--- config.mk ---
export PLATFORM = sky130hd
export DESIGN_NAME = alu_cmd_sequencer
export DESIGN_NICKNAME = d
export VERILOG_FILES = /design/src/rtl/alu_cmd_sequencer.sv
export SDC_FILE = /design/constraint.sdc
export NUM_CORES = 1
export LEC_CHECK = 0
export CAP_MARGIN = 25
export CORE_ASPECT_RATIO = 1.75
export CORE_UTILIZATION = 46
export DETAILED_ROUTE_END_ITERATION = 12
export GPL_ROUTABILITY_DRIVEN = 0
export PLACE_DENSITY = 0.75
export SYNTH_ARGS = -nofsm -noshare
export SYNTH_HDL_FRONTEND = slang
export SYNTH_SLANG_ARGS = --single-unit
--- constraint.sdc ---
create_clock -name clk_i -period 2.6 [get_ports clk_i]
set_input_delay 0.52 -clock clk_i [delete_from_list [all_inputs] [get_ports clk_i]]
set_output_delay 0.52 -clock clk_i [all_outputs]
set_load 0.005 [all_outputs]
--- src/rtl/alu_cmd_sequencer.sv ---
// alu_cmd_sequencer: requester side of the signed ALU interface.
// Accepts commands over valid/ready, drives registered operands into the combinational ALU,
// samples result+flags SETTLE cycles later and queues tagged responses in a small FIFO.
// Ports:
//   clk_i, rst_n_i             clock, asynchronous active-low reset
//   cmd_valid_i/cmd_ready_o    command handshake; cmd_a_i, cmd_b_i, cmd_opt_i command fields
//   alu_a_o, alu_b_o, alu_opt_o  registered operands/opcode to the ALU
//   alu_result_i, alu_*_i      ALU result and flags
//   rsp_valid_o/rsp_ready_i    response handshake; rsp_result_o, rsp_flags_o, rsp_tag_o head entry
//   op_count_o                 completed operations (wraps)
module alu_cmd_sequencer #(
   parameter int WIDTH      = 4,
   parameter int SETTLE     = 1,
   parameter int FIFO_DEPTH = 2
) (
   input  logic             clk_i,
   input  logic             rst_n_i,
   input  logic             cmd_valid_i,
   output logic             cmd_ready_o,
   input  logic [WIDTH-1:0] cmd_a_i,
   input  logic [WIDTH-1:0] cmd_b_i,
   input  logic [2:0]       cmd_opt_i,
   output logic [WIDTH-1:0] alu_a_o,
   output logic [WIDTH-1:0] alu_b_o,
   output logic [2:0]       alu_opt_o,
   input  logic [WIDTH-1:0] alu_result_i,
   input  logic             alu_less_i,
   input  logic             alu_equal_i,
   input  logic             alu_carry_i,
   input  logic             alu_overflow_i,
   input  logic             alu_zero_i,
   output logic             rsp_valid_o,
   input  logic             rsp_ready_i,
   output logic [WIDTH-1:0] rsp_result_o,
   output logic [4:0]       rsp_flags_o,
   output logic [2:0]       rsp_tag_o,
   output logic [7:0]       op_count_o
);
   localparam int AW = $clog2(FIFO_DEPTH);
   localparam int SW = $clog2(SETTLE + 1);
   localparam int EW = WIDTH + 8;
   typedef enum logic {S_IDLE, S_WAIT} state_t;
   state_t           state_q;
   logic [SW-1:0]    settle_q;
   logic [WIDTH-1:0] alu_a_q, alu_b_q;
   logic [2:0]       alu_opt_q;
   logic [2:0]       tag_q;
   logic [7:0]       op_count_q;
   logic [EW-1:0]    mem_q [FIFO_DEPTH];
   logic [AW-1:0]    wptr_q, rptr_q, rptr_d;
   logic [AW:0]      cnt_q, cnt_d, remain;
   logic [EW-1:0]    rsp_q, push_data, head_d;
   logic             accept, push, pop;
   assign alu_a_o     = alu_a_q;
   assign alu_b_o     = alu_b_q;
   assign alu_opt_o   = alu_opt_q;
   assign op_count_o  = op_count_q;
   assign {rsp_tag_o, rsp_flags_o, rsp_result_o} = rsp_q;
   assign rsp_valid_o = cnt_q != '0;
   assign cmd_ready_o = state_q == S_IDLE && cnt_q != (AW+1)'(FIFO_DEPTH);
   assign accept      = cmd_valid_i && cmd_ready_o;
   assign push        = state_q == S_WAIT && settle_q == SW'(1);
   assign pop         = rsp_valid_o && rsp_ready_i;
   assign push_data   = {tag_q, alu_zero_i, alu_overflow_i, alu_carry_i, alu_equal_i, alu_less_i, alu_result_i};
   // The head register is preloaded with whatever will sit at the FIFO head after this edge,
   // bypassing the memory when the pushed entry lands in an otherwise empty FIFO.
   // When the FIFO drains, the head register keeps the last popped entry.
   always_comb begin
      rptr_d = pop ? rptr_q + 1'b1 : rptr_q;
      remain = cnt_q - (AW+1)'(pop);
      cnt_d  = remain + (AW+1)'(push);
      head_d = remain == '0 ? push_data : mem_q[rptr_d];
   end
   always_ff @(posedge clk_i or negedge rst_n_i) begin
      if (!rst_n_i) begin
         state_q    <= S_IDLE;
         settle_q   <= '0;
         alu_a_q    <= '0;
         alu_b_q    <= '0;
         alu_opt_q  <= '0;
         tag_q      <= '0;
         op_count_q <= '0;
         wptr_q     <= '0;
         rptr_q     <= '0;
         cnt_q      <= '0;
         rsp_q      <= '0;
         for (int i = 0; i < FIFO_DEPTH; i++) mem_q[i] <= '0;
      end else begin
         case (state_q)
            S_IDLE: if (accept) begin
               alu_a_q   <= cmd_a_i;
               alu_b_q   <= cmd_b_i;
               alu_opt_q <= cmd_opt_i;
               settle_q  <= SW'(SETTLE);
               state_q   <= S_WAIT;
            end
            S_WAIT: if (push) begin
               tag_q      <= tag_q + 1'b1;
               op_count_q <= op_count_q + 1'b1;
               state_q    <= S_IDLE;
            end else begin
               settle_q <= settle_q - 1'b1;
            end
            default: state_q <= S_IDLE;
         endcase
         if (push) begin
            mem_q[wptr_q] <= push_data;
            wptr_q        <= wptr_q + 1'b1;
         end
         rptr_q <= rptr_d;
         cnt_q  <= cnt_d;
         if (cnt_d != '0) rsp_q <= head_d;
      end
   end
   // Acceptance requires a free slot and only one op is in flight, so a push can never find the FIFO full.
   a_no_overflow: assert property (@(posedge clk_i) disable iff (!rst_n_i)
      !(push && !pop && cnt_q == (AW+1)'(FIFO_DEPTH)));
endmodule
==> metrics.txt, run 1 <==
status finished clean; GRT overflow 0; Synth Area per Inst 11.86 um2; Pleak ~1.7 nW; Slew HR about 60%; final setup vio count 0; syn_nets approximately 270; pin count of the biggest net entering global routing 44; Row Count 38; filler cell count 507; layout cell share with drive strength beyond 1 19.43%; Synth Warn # 0; Final Power 0.005216 W; M1 WL approximately 2.2 mm; Initial Utilization roughly 47%; # port buffers 56; Final #Nets about 340; ranking of synthesized cells by area dfrtp_1, mux2_2, nand2_1, mux2i_1, nor2b_1; wire length on met3 between 150 and 200 um; leading area contributor after synthesis dfrtp_1; Max Clk Rate around 420 MHz; HP Class in2async; final clock skew 0.005672 ns; htree depth 3; full die area between 0.006 and 0.007 mm2; Top Metal Used met4; I/O pin count 57; routed via count 2037; area delta synth->final 28.97%; CORE AREA ~0.006 mm2; most common cell after layout, fill and taps aside dfrtp_1; final hold viol count 0; vias in the first global route 2064; VDD IR max 0.6595 mV; critical path peak fanout 12; n_diodes 0; antenna violations before repair 0; pwr/cell area roughly 1400 mW/mm2; top cell type's share of synthesized area 55.10%; most frequent cells in the layout dfrtp_1, clkdlybuf4s50_1, nand2_1, mux2_2; CP startpoint kind input pin; cell breakdown of the critical path clkdlybuf4s50_1 -> o21a_1 -> ha_1 -> inv_1 -> ha_1 -> or3b_1 -> nand2_1 -> o211ai_2; drc violations 0; Netlist Area Pre-Place a little under 0.003 mm2; Top delay family on crit path simple AND/OR/NAND/NOR gates; Hold-fix buffers, CTS 0; sequential area share after synthesis 55.10%; clk root buf clkbuf_8; Slew @ Worst Pin 0.5940 ns; Reg clk slew, reported paths approximately 0.06 ns; Arr. time, crit path 2.58 ns; DR iter-0 viols 66; RSZ-0062 raised after global routing no; WL final between 5 and 6 mm; distinct cell type count after synthesis 31; CP endpoint kind flop; average vias per placed instance 5.170; Buf+Inv Stages, Crit Path 2; crit-path max cell delay ~0.61 ns; Clock Path Buffers 2; TritonRoute pass-1 iters 4; r2r setup slk 0.28 ns; Die X 62.09 um; Synth Register Bits between 60 and 70; CP dominant cell by count ha_1; global-route wire length before repair 9.073 mm; fin crit period 2.376 ns; All-Layer GR Usage 18.95%; Post-DP HPWL 3.838 mm; Core Util, Final 61.12%; cts bufs inserted 9; Final Cycle Share 91.39%; Crit Path Class in2reg; Critical Path Slowest Stage Cell or3b_1; DIE HEIGHT 107.2 um; Worst-Skew Late Latency 0.33 ns; clock sinks 64; CTS tree yes; Syn Inst Count 245; antenna-violating nets left 0; met2 WL post-DR 2.980 mm; final setup TNS 0 ns; CP required roughly 2.8 ns; max-slew violations 0; MaxCap Viol Count 0; DR WL/cell 14.04 um
-- routing by layer --
layer	vias up	global-route usage [%]
met5	-	0
met4	0	9.206
met3	12	4.825
met2	37	32.67
met1	1011	20.38
li1	977	-
-- where the power goes --
group          leakage, nW  switching (W)  internal [W]  total [W]
Combinational        0.825        0.00120       0.00147    0.00268
Sequential           0.758       0.000305       0.00151    0.00181
Clock               0.0838       0.000334      0.000395   0.000729
Total                 1.67        0.00184       0.00337    0.00522
-- timing repair --
| item | CTS | global route |
|---|---|---|
| setup buffers | 0 | 0 |
| gates resized for setup | 0 | 1 |
| endpoints found under the setup margin | 0 | 12 |
-- worst reg2reg max path: cells and delay by family, from the launching register on --
family	cells	cell delay, ns
adder cells (fa/ha/maj)	2	0.61
flip-flops	1	0.44
AO/OA/AOI/OAI	2	0.32
buffers and inverters	1	0.05
AND/OR/NAND/NOR	2	0.78
-- logic make-up (layout without fill, tap and decap cells) --
kind of cell    count (synthesis)  count (layout)  synth area share [%]
buf+inv                        16              85                 2.798
fa+ha+maj                       4               4                 1.722
flops                          64              64                 55.10
compound gates                 27              27                 6.199
simple gates                   75              75                 12.10
xor+xnor                       12              12                 4.391
mux                            47              47                 17.69
-- cell type report --
type,count,area (um2),share of cell area (%)
Timing Repair Buffer,65,635.6,16.96
Clock buffer,15,166.4,4.439
Sequential cell,64,1602,42.72
Inverter,5,18.77,0.5007
Multi-Input combinational cell,165,1226,32.71
Tap cell,80,100.1,2.670
-- synthesized netlist by cell type --
| library cell | number |
|---|---|
| nor2b_1 | 12 |
| mux2_2 | 35 |
| nand3_1 | 12 |
| o211ai_2 | 2 |
| dfrtp_1 | 64 |
| nand2_1 | 38 |
| nand4_1 | 3 |
| nor2_1 | 4 |
| and3_1 | 1 |
| a21o_1 | 1 |
| clkbuf_1 | 5 |
| xnor2_1 | 8 |
| ha_1 | 4 |
| and2_1 | 1 |
| xor2_1 | 2 |
| inv_1 | 4 |
| buf_4 | 3 |
| or3b_1 | 1 |
| clkinv_1 | 1 |
| xnor2_2 | 1 |
| nand2b_1 | 1 |
| or3_1 | 1 |
| buf_6 | 1 |
| o211ai_1 | 10 |
| mux2i_1 | 12 |
| xor3_1 | 1 |
| buf_2 | 2 |
| o21a_1 | 1 |
| or2_2 | 1 |
| a21oi_1 | 1 |
| o21ai_0 | 12 |
-- stage by stage --
stage                     setup WS (ns)  hold WS [ns]  area, um2  instances
after floorplan                 0.05300        0.2244       2909        245
after global placement          -0.2205        0.4587       3580        379
after detailed placement        -0.2865        0.4641       3580        379
after CTS                       0.06877        0.1752       3746        394
after global routing             0.1575        0.1810       3749        394
final                            0.2237        0.1648       3749        394
-- sequential cells by signal, summed over array words and instances (netlist names) --
signal / count
mem_q: 24
rsp_q: 12
op_count_o: 8
alu_a_o: 4
alu_b_o: 4
alu_opt_o: 3
tag_q: 3
cnt_q: 2
rptr_q: 1
settle_q: 1
state_q: 1
wptr_q: 1
-- path summary, 6_finish.rpt --
| path | endpoint | start | cells past startpoint |
|---|---|---|---|
| min in group clk_i | op_count_o[7]$_DFFE_PN0P_ | op_count_o[7]$_DFFE_PN0P_ | 1 |
| min | rsp_q[9]$_DFFE_PN0P_ | rst_n_i | 1 |
| max | rsp_q[2]$_DFFE_PN0P_ | rsp_ready_i | 8 |
| max in group asynchronous | alu_a_o[2]$_DFFE_PN0P_ | rst_n_i | 2 |
| max reg2reg | rsp_q[2]$_DFFE_PN0P_ | cnt_q[1]$_DFF_PN0_ | 7 |
| min reg2reg | op_count_o[7]$_DFFE_PN0P_ | op_count_o[7]$_DFFE_PN0P_ | 1 |
No activity file was read; power rests on OpenSTA's default activity.
==> inputs of run 2 (changes only) <==
--- a/config.mk
+++ b/config.mk
@@ -5,11 +5,11 @@
 export SDC_FILE = /design/constraint.sdc
 export NUM_CORES = 1
 export LEC_CHECK = 0
-export CAP_MARGIN = 25
 export CORE_ASPECT_RATIO = 1.75
 export CORE_UTILIZATION = 46
 export DETAILED_ROUTE_END_ITERATION = 12
 export GPL_ROUTABILITY_DRIVEN = 0
+export GPL_TIMING_DRIVEN = 0
 export PLACE_DENSITY = 0.75
 export SYNTH_ARGS = -nofsm -noshare
 export SYNTH_HDL_FRONTEND = slang
==> run 2 against run 1 <==
Worst setup slack worse by 0.14 ns; combinational power increased by 10%; sequential share of layout area shrank 1.2 points; final area grew 3.0%; core utilization rose by 1.8 points; first-iteration DRC count increased by 33%; critical path type unchanged.
==> metrics.txt, run 2 (same netlist as run 1, synthesis figures left out) <==
Reg clk slew, reported paths 0.07 ns (about the same); VDD IR max 0.6687 mV (+1.4%); HP Class in2async; most common cell after layout, fill and taps aside dfrtp_1; Die X 62.09 um (unchanged); register share of total power 31.8% (-2.9 points); I/O pin count 57 (unchanged); DIE HEIGHT 107.2 um (unchanged); All-Layer GR Usage 20.16% (+1.2 points); RSZ-0062 raised after global routing no; worst setup path startpoint rsp_ready_i; average vias per placed instance 5.183 (+0.25%); layout cell share with drive strength beyond 1 22.57% (+3.1 points); Row Count 38 (unchanged); pre-CTS WS -0.9701 ns (-0.6836 ns); Worst-Skew Late Latency 0.35 ns (+0.02 ns); placed cells 381 (+0.53%); Switching Share 35.42% (+0.090 points); n_diodes 0 (unchanged); CP startpoint kind input pin; filler cell count 478 (-5.7%); final setup vio count 0 (unchanged); crit-path max cell delay 0.45 ns (-0.16 ns); WL final 5.872 mm (+6.2%); most frequent cells in the layout dfrtp_1, clkdlybuf4s50_1, nand2_1, mux2_2; Max Clk Rate 397.4 MHz (-5.6%); Pleak 1.711 nW (+2.7%); Post-DP HPWL 3.948 mm (+2.9%); Slew @ Worst Pin 0.7942 ns (+0.2002 ns); cell breakdown of the critical path clkdlybuf4s50_1 -> o21a_2 -> ha_4 -> clkbuf_8 -> clkbuf_8 -> inv_1 -> ha_4 -> or3b_4 -> buf_6 -> nand2_1 -> o211ai_1; Clock Path Buffers 2 (unchanged); drc violations 0 (unchanged); MaxCap Viol Count 0 (unchanged); P_sw 0.002016 W (+9.4%); DR iter-0 viols 88 (+33%); Buf+Inv Stages, Crit Path 5 (+3); fin worst setup slack 0.08341 ns (-0.1403 ns); pin count of the biggest net entering global routing 65 (+48%); Top delay family on crit path buffers and inverters; final hold viol count 0 (unchanged); Top reg by flops mem_q; clk root buf clkbuf_8; max-slew violations 0 (unchanged); CORE AREA 0.006133 mm2 (unchanged); Initial Utilization 47.39% (unchanged); global-route wire length before repair 9.570 mm (+5.5%); cts bufs inserted 9 (unchanged); Critical Path Slowest Stage Cell clkdlybuf4s50_1; CTS tree yes; full die area 0.006653 mm2 (unchanged); CP endpoint kind flop; antenna violations before repair 0 (unchanged); TritonRoute pass-1 iters 4 (unchanged); Final Non-Filler Cells 399 (+1.3%); DR WL/cell 14.72 um (+4.9%); routed via count 2068 (+1.5%); Gate power share 51.8% (+0.5 points); # port buffers 56 (unchanged); area delta synth->final 32.85%; pwr/cell area 1474 mW/mm2 (+5.9%); Int Pwr 0.003674 W (+8.9%); Clock power frac 16.5% (+2.5 points); status finished clean; Hold-fix buffers, CTS 0 (unchanged); Final Cycle Share 96.79% (+5.4 points); clock sinks 64 (unchanged); Critical R2R Launch cnt_q[1]$_DFF_PN0_; Crit Path Class in2reg; max reg flops 24 (unchanged); antenna-violating nets left 0 (unchanged); Arr. time, crit path 2.74 ns (+0.16 ns); vias in the first global route 2094 (+1.5%); CP required 2.82 ns (about the same); GRT overflow 0 (unchanged); htree depth 3 (unchanged); fin crit period 2.517 ns (+0.1403 ns); final clock skew 0.006845 ns (+0.001173 ns); critical path peak fanout 10 (-2); Final Power 0.005690 W (+9.1%); Slew HR 47.05% (-13 points); Final #Nets 342 (+1.2%)
[run 2: worst register-to-register path, delay by kind of cell (launching register included)]
family / cells / cell delay (ns)
compound gates: 2 / 0.37
fa+ha+maj: 2 / 0.51
buf+inv: 4 / 0.56
flops: 1 / 0.44
simple gates: 2 / 0.48
[run 2: final cells by class]
| cell class | instances | area, um2 | share of cell area, % |
|---|---|---|---|
| clock buffer | 10 | 137.6 | 3.564 |
| inverter | 5 | 18.77 | 0.4861 |
| buffer | 11 | 92.59 | 2.398 |
| clock inverter | 6 | 82.58 | 2.139 |
| sequential | 64 | 1602 | 41.48 |
| tap | 80 | 100.1 | 2.592 |
| timing repair buffer | 58 | 573.1 | 14.84 |
| multi-input combinational | 165 | 1255 | 32.50 |
[run 2: what timing repair did]
action | CTS | global route
gates resized for setup | 10 | 13
endpoints found under the setup margin | 12 | 10
pin swaps | 1 | 0
buffers inserted | 1 | 1
[run 2: path summary, 6_finish.rpt]
kind | end | slack, ns | cells after the start
hold reg to reg | op_count_o[7]$_DFFE_PN0P_ | 0.47 | 1
setup / recovery | rsp_q[7]$_DFFE_PN0P_ | 0.08 | 11
hold / removal | op_count_o[6]$_DFFE_PN0P_ | 0.26 | 1
max in group asynchronous | rsp_q[2]$_DFFE_PN0P_ | 1.82 | 1
min in group clk_i | op_count_o[7]$_DFFE_PN0P_ | 0.47 | 1
setup reg to reg | rsp_q[7]$_DFFE_PN0P_ | 0.12 | 10
[run 2: through the flow]
stage               TNS (ns)  area, um2  util (%)  hold slack, ns
floorplan                  0       2909         -          0.2244
global placement      -78.73       3570     58.20          0.4607
detailed placement    -10.70       3567     58.16          0.4635
CTS                        0       3842     62.65          0.2909
global route               0       3861     62.95          0.3300
finish                     0       3861     62.95          0.2578
[run 2: power by group through the flow]
stage	Sequential (W)	Combinational (W)	Clock [W]
finish	0.00181	0.00295	0.000937
floorplan	0.00178	0.00180	0
global route	0.00187	0.00322	0.00101
detailed placement	0.00183	0.00276	0
CTS	0.00181	0.00290	0.000957
global placement	0.00180	0.00269	0
[run 2: routing by layer]
layer  vias up  track usage [%]  share of wire, %
li1        983                -                 -
met1      1019            23.02                41
met2        52            32.83                53
met3        14            5.790               3.6
met4         0            10.32               2.4
met5         -                0                 0
